## src/rtl/uart_fifo_fwft_prog.sv

```systemverilog
// -----------------------------------------------------------------------------
// uart_fifo_fwft_prog
//   First-word-fall-through FIFO for the UART TX/RX data paths. Storage is a
//   plain register array of exactly 2**FIFO_AW entries; the head word is read
//   combinationally, so it is visible as soon as o_valid rises.
//   Extras: runtime almost-full/almost-empty thresholds, synchronous flush,
//   per-entry even parity with a fault-injection hook, sticky overflow and
//   underflow flags, and a high-water-mark of occupancy.
//
// Ports
//   i_clk, i_rst         clock; synchronous active-high reset
//   i_wr_req, i_data_in  push request and data
//   i_rd_req             pop the head word shown on o_data_out
//   i_flush              discard all contents on the next edge
//   i_afull_thr          almost-full threshold  (o_almost_full  = used >= thr)
//   i_aempty_thr         almost-empty threshold (o_almost_empty = used <= thr)
//   i_par_inject         invert the parity stored with this cycle's write
//   i_err_clr            clear o_overflow, o_underflow, o_max_used
//   o_data_out, o_valid  head word (0 when empty) and its valid flag
//   o_empty, o_full      occupancy decodes
//   o_almost_full/empty  threshold decodes
//   o_used, o_free       occupancy and remaining space
//   o_max_used           peak occupancy since reset / last clear
//   o_overflow           sticky: write rejected while full
//   o_underflow          sticky: read attempted while empty
//   o_parity_error       head parity mismatch, qualified by o_valid
// -----------------------------------------------------------------------------
module uart_fifo_fwft_prog #(
    parameter int FIFO_AW            = 2,
    parameter int FIFO_DW            = 8,
    parameter int FIFO_PARITY_ENABLE = 1
) (
    input  logic               i_clk,
    input  logic               i_rst,
    input  logic               i_wr_req,
    input  logic [FIFO_DW-1:0] i_data_in,
    input  logic               i_rd_req,
    input  logic               i_flush,
    input  logic [FIFO_AW:0]   i_afull_thr,
    input  logic [FIFO_AW:0]   i_aempty_thr,
    input  logic               i_par_inject,
    input  logic               i_err_clr,
    output logic [FIFO_DW-1:0] o_data_out,
    output logic               o_valid,
    output logic               o_empty,
    output logic               o_full,
    output logic               o_almost_full,
    output logic               o_almost_empty,
    output logic [FIFO_AW:0]   o_used,
    output logic [FIFO_AW:0]   o_free,
    output logic [FIFO_AW:0]   o_max_used,
    output logic               o_overflow,
    output logic               o_underflow,
    output logic               o_parity_error
);

    localparam int               DEPTH   = 1 << FIFO_AW;
    localparam logic [FIFO_AW:0] DEPTH_C = (FIFO_AW + 1)'(DEPTH);

    logic [FIFO_DW-1:0] mem [DEPTH];
    logic [FIFO_AW-1:0] wr_ptr;
    logic [FIFO_AW-1:0] rd_ptr;
    logic [FIFO_AW:0]   used;
    logic [FIFO_AW:0]   used_next;
    logic               rd_acc;
    logic               wr_acc;
    logic               wr_en;
    logic               ovf_set;
    logic               udf_set;

    // Status decodes come straight from the used counter.
    assign o_valid = (used != '0);
    assign o_empty = ~o_valid;
    assign o_full  = (used == DEPTH_C);
    assign o_used  = used;
    assign o_free  = DEPTH_C - used;

    // used never exceeds DEPTH, so a zero almost-full threshold and an
    // almost-empty threshold >= DEPTH saturate the flags without extra logic.
    assign o_almost_full  = (used >= i_afull_thr);
    assign o_almost_empty = (used <= i_aempty_thr);

    // A pop frees a slot in the same cycle, so a write to a full FIFO is
    // accepted when it coincides with a pop.
    assign rd_acc = i_rd_req & o_valid;
    assign wr_acc = i_wr_req & (~o_full | rd_acc);
    assign wr_en  = wr_acc & ~i_flush & ~i_rst;

    // Flush swallows the same-cycle requests, including their error reports.
    assign ovf_set = i_wr_req & o_full & ~rd_acc & ~i_flush;
    assign udf_set = i_rd_req & ~o_valid & ~i_flush;

    // NOTE: every variable assigned in always_comb gets a default first so
    // no path leaves it unassigned and no latch is inferred.
    always_comb begin
        used_next = used;
        if (i_flush) begin
            used_next = '0;
        end else begin
            case ({wr_acc, rd_acc})
                2'b10:   used_next = used + (FIFO_AW + 1)'(1);
                2'b01:   used_next = used - (FIFO_AW + 1)'(1);
                default: used_next = used;
            endcase
        end
    end

    // NOTE: sequential state uses non-blocking assignments so every register
    // samples the pre-edge values, independent of statement order.
    always_ff @(posedge i_clk) begin
        if (i_rst) begin
            wr_ptr      <= '0;
            rd_ptr      <= '0;
            used        <= '0;
            o_max_used  <= '0;
            o_overflow  <= 1'b0;
            o_underflow <= 1'b0;
        end else begin
            if (i_flush) begin
                wr_ptr <= '0;
                rd_ptr <= '0;
            end else begin
                if (wr_acc) wr_ptr <= wr_ptr + FIFO_AW'(1);
                if (rd_acc) rd_ptr <= rd_ptr + FIFO_AW'(1);
            end
            used <= used_next;

            // Set wins over clear so an error in the clear cycle is not lost.
            if (ovf_set)        o_overflow <= 1'b1;
            else if (i_err_clr) o_overflow <= 1'b0;

            if (udf_set)        o_underflow <= 1'b1;
            else if (i_err_clr) o_underflow <= 1'b0;

            if (i_err_clr)                o_max_used <= used_next;
            else if (used_next > o_max_used) o_max_used <= used_next;
        end
    end

    // NOTE: the storage array has no reset; the pointers and counter define
    // which entries are meaningful, and an unreset array maps to plain RAM.
    always_ff @(posedge i_clk) begin
        if (wr_en) mem[wr_ptr] <= i_data_in;
    end

    // Empty FIFO presents zero rather than stale storage.
    assign o_data_out = o_valid ? mem[rd_ptr] : '0;

    generate
        if (FIFO_PARITY_ENABLE != 0) begin : g_par
            logic [DEPTH-1:0] par_mem;

            always_ff @(posedge i_clk) begin
                if (wr_en) par_mem[wr_ptr] <= (^i_data_in) ^ i_par_inject;
            end

            assign o_parity_error = o_valid & (par_mem[rd_ptr] != (^o_data_out));
        end else begin : g_nopar
            assign o_parity_error = 1'b0;
        end
    endgenerate

endmodule

```

## config.mk

```make
export PLATFORM = sky130hd
export DESIGN_NAME = uart_fifo_fwft_prog
export DESIGN_NICKNAME = d
export VERILOG_FILES = /design/src/rtl/uart_fifo_fwft_prog.sv
export SDC_FILE = /design/constraint.sdc
export NUM_CORES = 1
export LEC_CHECK = 0
export ABC_AREA = 1
export ABC_CLOCK_PERIOD_IN_PS = 3240
export BUFFER_PORTS_ARGS = -buffer_cell sky130_fd_sc_hd__buf_2
export CAP_MARGIN = 20
export CORE_MARGIN = 4
export CORE_UTILIZATION = 51
export DETAILED_ROUTE_END_ITERATION = 6
export PLACE_DENSITY = 0.79
export SLEW_MARGIN = 5
export SYNTH_ARGS = -nofsm -noshare
export SYNTH_HDL_FRONTEND = slang
export SYNTH_SLANG_ARGS = --single-unit
```

## constraint.sdc

```tcl
create_clock -name i_clk -period 3.24 [get_ports i_clk]
set_clock_uncertainty 0.2 [all_clocks]
set_input_delay 0.972 -clock i_clk [delete_from_list [all_inputs] [get_ports i_clk]]
set_output_delay 0.972 -clock i_clk [all_outputs]
set_load 0.03 [all_outputs]
```

Word level (Yosys, flattened, before mapping)
Memories as Yosys holds them, arrays and structs flattened. A register that Yosys moved wholly into a read port is not among the register bits.
Index checks and enable logic that the tools add are counted.
{"block": "totals", "out_inout_bits": 25, "ff_bits": 16, "memories": 1, "mem_bits_rw": 32}
{"block": "op_classes", "bitwise_logic": 17, "eq_ne": 4, "muxes": 17, "reduce_logical": 8, "n_addsub": 5, "n_lt_le_gt_ge": 6}
{"memory": "mem", "words": 4, "width": 8, "rd": 1, "rd_clocked_by_memory_dff": 1, "write_ports": 1, "line": "60", "source": "logic [FIFO_DW-1:0] mem [DEPTH];"}
{"cell": "8-bit XOR reduction", "n": 2}
{"cell": "1-bit AND", "n": 10}
{"cell": "3-bit 2-to-1 mux", "n": 3}
{"cell": "8-bit 2-to-1 mux", "n": 1}
{"cell": "1-bit 2-to-1 mux", "n": 7}
{"cell": "2-bit by 3-bit < comparator with 1-bit output, second input constant", "n": 2}
{"cell": "3-bit one-hot mux with 2 select lines", "n": 1}
{"cell": "2-bit nonzero test", "n": 3}
{"cell": "1-bit inverter", "n": 5}
{"cell": "2-bit by 1-bit adder with 2-bit output, second input constant", "n": 2}
{"cell": "4-bit bitwise mux", "n": 1}
{"cell": "2-bit 2-to-1 mux", "n": 2}
{"cell": "3-bit by 1-bit adder with 3-bit output, second input constant", "n": 1}
{"cell": "3-bit equality test, second input constant", "n": 1}
{"cell": "3-bit >= comparator", "n": 1}
{"cell": "3-bit greater-than comparator", "n": 1}
{"cell": "3-bit <= comparator", "n": 1}
{"cell": "3-bit nonzero test", "n": 1}
{"cell": "3-bit by 1-bit subtractor with 3-bit output, second input constant", "n": 1}
{"cell": "3-bit subtractor, first input constant", "n": 1}
{"cell": "1-bit binary-select mux with 2-bit select", "n": 1}
{"cell": "1-bit demux with 2-bit select", "n": 1}
{"cell": "2-bit by 1-bit equality test with 1-bit output, second input constant", "n": 1}
{"cell": "2-bit equality test, second input constant", "n": 1}
{"cell": "other kinds (6)", "n": 6}

Logic depth before layout (Yosys ltp)
{"block": "depth", "depth_word": 10, "depth_mapped": 22}

Worst setup path after synthesis
OpenSTA, ideal clock, no wires.
{"block": "synth_timing", "path_type": "register -> register", "start": "register used[0] (netlist: o_used[0])", "end": "register o_max_used[0]", "path_slack_ns": -0.891, "required_ns": 2.908, "arrival_ns": 3.799, "path_buffers": 1, "stages_incl_launch_ff": 23, "path_cell_list": "dfxtp_1 inv_1 ha_1 ha_1 inv_2 buf_4 nand2_1 nand2_1 nand2_1 ha_1 fa_1 a21oi_1 o21a_1 nand2_1 nand2_1 nor2_1 ha_1 a21oi_1 o21ai_0 nand2_1 nand2_1 o21ai_0 a21oi_1"}
{"block": "synth_between", "elab_chain_cells": 9, "elab_cells_between_ends": 16, "cone_classes": "2 x add/sub; 1 x order compare; 3 x eq/ne; 4 x mux; 4 x bitwise; 2 x reduce/logical"}
{"element": "start, declared", "line": "63", "source": "logic [FIFO_AW:0] used;"}
{"element": "start signal, assigned", "line": "126", "source": "used <= used_next;"}
{"element": "3-bit nonzero test (*)", "line": "72", "source": "assign o_valid = (used != '0);"}
{"element": "net o_valid", "line": "44", "source": "output logic o_valid,"}
{"element": "1-bit AND (*)", "line": "85", "source": "assign rd_acc = i_rd_req & o_valid;"}
{"element": "1-bit OR", "line": "86", "source": "assign wr_acc = i_wr_req & (~o_full | rd_acc);"}
{"element": "1-bit AND", "line": "86"}
{"element": "2-bit by 1-bit equality test with 1-bit output or 2-bit equality test (tied branches)", "line": "100", "source": "case ({wr_acc, rd_acc})"}
{"element": "3-bit one-hot mux with 2 select lines (*)", "line": "100"}
{"element": "3-bit 2-to-1 mux (*)", "line": "97", "source": "if (i_flush) begin"}
{"element": "net used_next[2]", "line": "64", "source": "logic [FIFO_AW:0] used_next;"}
{"element": "3-bit greater-than comparator (*)", "line": "136", "source": "else if (used_next > o_max_used) o_max_used <= used_next;"}
{"element": "2-bit nonzero test (no source line) (*)"}
{"element": "end signal, assigned", "line": "135", "source": "if (i_err_clr) o_max_used <= used_next;"}
{"element": "end signal, assigned", "line": "136"}
{"element": "end, declared", "line": "51", "source": "output logic [FIFO_AW:0] o_max_used,"}
The timed path passes the listed nets; every way through them passes the cells marked *. The select of a mux whose other input is x is not followed.
A chain may end at the register's enable or synchronous reset.

Final worst setup path
{"block": "layout_timing", "start": "register used[0] (netlist: o_used[0])", "end": "output o_parity_error"}
{"block": "layout_between", "elab_chain_cells": 5}
{"element": "3-bit nonzero test (*)", "line": "72"}
{"element": "8-bit 2-to-1 mux", "line": "147", "source": "assign o_data_out = o_valid ? mem[rd_ptr] : '0;"}
{"element": "8-bit XOR reduction", "line": "157", "source": "assign o_parity_error = o_valid & (par_mem[rd_ptr] != (^o_data_out));"}
{"element": "1-bit != test", "line": "157"}
{"element": "1-bit AND (*)", "line": "157"}
{"element": "end, declared", "line": "54", "source": "output logic o_parity_error"}
Mark *: on every way between the ends. The rest lies on a longest branch, timed or not.

==> results by group <==
Finish
  • Final Cell Area: between 0.003 and 0.004 mm2
  • Share of layout cells above drive strength 1: 0.324
  • Most common cell after layout, fill and taps aside: nand2_1
  • # diodes: 0
  • Layout overhead on the synthesized area: 26.0%
  • Final #Nets: 425
  • Commonest non-fill, non-tap cells in the layout: nand2_1, buf_2, inv_1

Synthesis
  • Yosys top cell area share: 0.387
  • Syn nets: 360
  • Main area contributors after synthesis: edfxtp_1, nand2_1, dfxtp_1
  • Post-synthesis simple-gate area fraction: 0.258
  • Sequential fraction of the synthesis area: 0.488
  • Yosys top cell by area: edfxtp_1
  • Synth Area in XOR/XNOR: 0.0251
  • Syn Inst Count: 321
  • Post-synthesis adder-cell area fraction: 0.0834
  • Compound-Gate Fraction of Synth Area: 0.0551
  • Largest family of logic cells by synthesized area: simple AND/OR/NAND/NOR gates
  • Flops & latches, synth: 50
  • Post-synth cell types: 26
  • Synth warn: 0
  • Per-instance average area after synthesis: approximately 8.7 um2
  • Cell Area, Synth: 0.00279 mm2
  • Mux contribution to synthesized area: 0

Placed design
  • Place WS: -0.209 ns
  • HPWL after detailed placement: 4310 um
  • GPL Wtd Cong: around 0.86
  • Port bufs: 45
  • Placed Area: 0.00322 mm2

STA
  • # setup viols final: 1
  • Pins over their slew limit: 0
  • Max-slew headroom: 0.774
  • Total negative setup slack: -0.0108 ns
  • Post-layout minimum cycle time: 3.25 ns
  • Final worst setup slack: -0.0108 ns
  • FMAX: approximately 0.3 GHz
  • Tcrit/Tclk final: 1.00
  • RSZ-0062 raised after global routing: yes
  • Hold Fails Final Rpt: 0
  • Worst Tran Pin Value: 0.338 ns

Worst setup path
  • R2r worst-path depth: 21
  • Crit path kind: register to output port
  • Worst R2R End: o_max_used[0]
  • CP top delay family: simple AND/OR/NAND/NOR gates
  • Max stage delay on crit path: about 0.38 ns
  • CP Max Fanout: 5
  • Worst r2r src: o_used[0]
  • Crit path buffers/inverters: 4
  • CP most frequent cell: nand2_1
  • Critical Path Sink Type: output port
  • CP required: approximately 2.1 ns
  • Flop2flop setup slack: 0.06 ns
  • Crit path launch: o_used[0]
  • Slowest cell on crit path: dfxtp_4
  • CP arrival: around 2.1 ns
  • Cell count along the critical path: 15
  • Type of origin of the critical path: register
  • Crit path cell chain: inv_6 -> ha_4 -> ha_4 -> inv_8 -> buf_12 -> nand3_4 -> nand2_1 -> nand2_1 -> nand2_1 -> nand2_1 -> nand2_2 -> nand3_1 -> nand2_1 -> nor2_1 -> buf_4

Die
  • Die X: just over 80 um
  • Starting density of the core: 0.536
  • Die H: 82.0 um
  • Die area: 0.00672 mm2
  • Core Rows: 26
  • Ports: 46
  • Core area: 0.00520 mm2

Outcome
  • Failing checks: negative setup slack
  • Status: complete, but fails checks

Min path
  • Worst hold path endpoint: o_underflow
  • Hold WC Path Type: register to register
  • Hold depth: 2
  • Min-delay src: o_underflow

GRT
  • Vias in the first global route: 2103
  • Total track usage: 0.182
  • Number of antenna violations at the first check in global routing: 0
  • First-pass GRT wire length: about 9400 um
  • Grt total ovfl: 0
  • Largest net degree at the start of global routing: 18

Power
  • Max IR drop VDD: 0.000257 V
  • Pwr Density: 426 mW/mm2
  • Pleak: 0.00164 uW
  • Post-layout power: 1500 uW

Clock tree
  • Hold-fix buffers at CTS: 0
  • Clock transition at path regs: 0.09 ns
  • CTS tree: done
  • Clock buffer count from CTS: 5
  • Clock Latency Late Sink: 0.30 ns
  • CTS root buf: clkbuf_8
  • H-tree depth: 2
  • Sink Count: 50
  • CTS max path bufs: 2

Flow run
  • Max Cap Viol: 0

Routing
  • First-pass DRT Iterations: 4
  • Via/cell ratio: 5.06
  • Met3 WL: 264 um
  • M1 wire length: 2760 um
  • Routed WL per cell: approximately 14 um
  • Vias: roughly 2300
  • DRC violations left: 0
  • Top layer in use: met4
  • Initial DRC Count: approximately 110
  • ANT nets after route: 0
  • Met2 wire len: around 3100 um
  • Drt total wl: 6210 um
flip-flops by register name, summed over array words and instances (netlist names), named ones only:
| name | flops |
|---|---|
| mem | 32 |
| g_par.par_mem | 4 |
| o_max_used | 3 |
| o_used | 3 |
| rd_ptr | 2 |
| wr_ptr | 2 |
| o_overflow | 1 |
| o_underflow | 1 |
power breakdown:
group          internal, uW  total (uW)  switching [uW]
Sequential              710         725            15.0
Combinational           165         426             262
Clock                   149         349             199
worst max path at each step:
stage / to / slack, ns
after floorplan: o_max_used[0] / -0.07
after global placement: o_max_used[1] / -0.1
after detailed placement: o_max_used[1] / -0.21
after CTS: o_parity_error / 0.02
after global routing: o_parity_error / -0.11
final: o_parity_error / -0.01
routing by layer:
layer / GRT usage / up-vias
met2: 0.305 / 59
li1: - / 1171
met3: 0.0362 / 6
met1: 0.241 / 1073
met5: 0 / -
met4: 0.0515 / 0
cell families (layout without fill, tap and decap cells):
| family | Yosys count | count (layout) |
|---|---|---|
| compound gates | 28 | 28 |
| xor+xnor | 8 | 8 |
| fa+ha+maj | 18 | 18 |
| buf+inv | 53 | 118 |
| flops | 50 | 50 |
| simple gates | 164 | 164 |
cells in the mapped netlist:
| cell | number |
|---|---|
| xnor2_1 | 3 |
| a32o_1 | 1 |
| o211ai_1 | 1 |
| buf_2 | 1 |
| buf_6 | 3 |
| inv_2 | 2 |
| nand3_2 | 6 |
| nor2_2 | 3 |
| inv_1 | 43 |
| nand3_1 | 28 |
| a21oi_1 | 13 |
| fa_1 | 1 |
| ha_1 | 17 |
| inv_8 | 1 |
| dfxtp_1 | 14 |
| o21a_1 | 1 |
| edfxtp_1 | 36 |
| buf_4 | 2 |
| buf_12 | 1 |
| o21ai_0 | 11 |
| a32oi_1 | 1 |
| xor2_1 | 5 |
| nand2_1 | 97 |
| nand2_2 | 9 |
| nor2_1 | 20 |
| nor3_1 | 1 |
final cells by class:
class / instances / area [um2]
multi-input combinational: 218 / 1340
clock buffer: 5 / 68.8
timing repair buffer: 65 / 442
tap: 70 / 87.6
inverter: 46 / 193
fill: 410 / 1690
sequential: 50 / 1370
clock inverter: 2 / 13.8
through the flow:
step / utilization / instances / hold WS, ns
floorplan: - / 321 / 0.277
global placement: 0.619 / 442 / 0.262
detailed placement: 0.619 / 442 / 0.288
CTS: 0.640 / 451 / 0.308
global route: 0.676 / 456 / 0.355
finish: 0.676 / 456 / 0.309
worst reg2reg max path, delay by kind of cell, from the launching register on:
kind,cells,cell delay [ns]
AOI/OAI and AO/OA,4,0.46
adders and majority gates,5,1.16
buffers and inverters,3,0.22
DFF,1,0.38
and+or+nand+nor,9,0.66
what timing repair did:
action | 4_1_cts | 5_1_grt
gates cloned | 0 | 2
pin swaps | 0 | 18
buffers inserted | 2 | 3
endpoints found under the hold margin | 0 | 0
resized for setup | 3 | 27
endpoints found under the setup margin | 1 | 4
(Power assumes the default switching activity.)
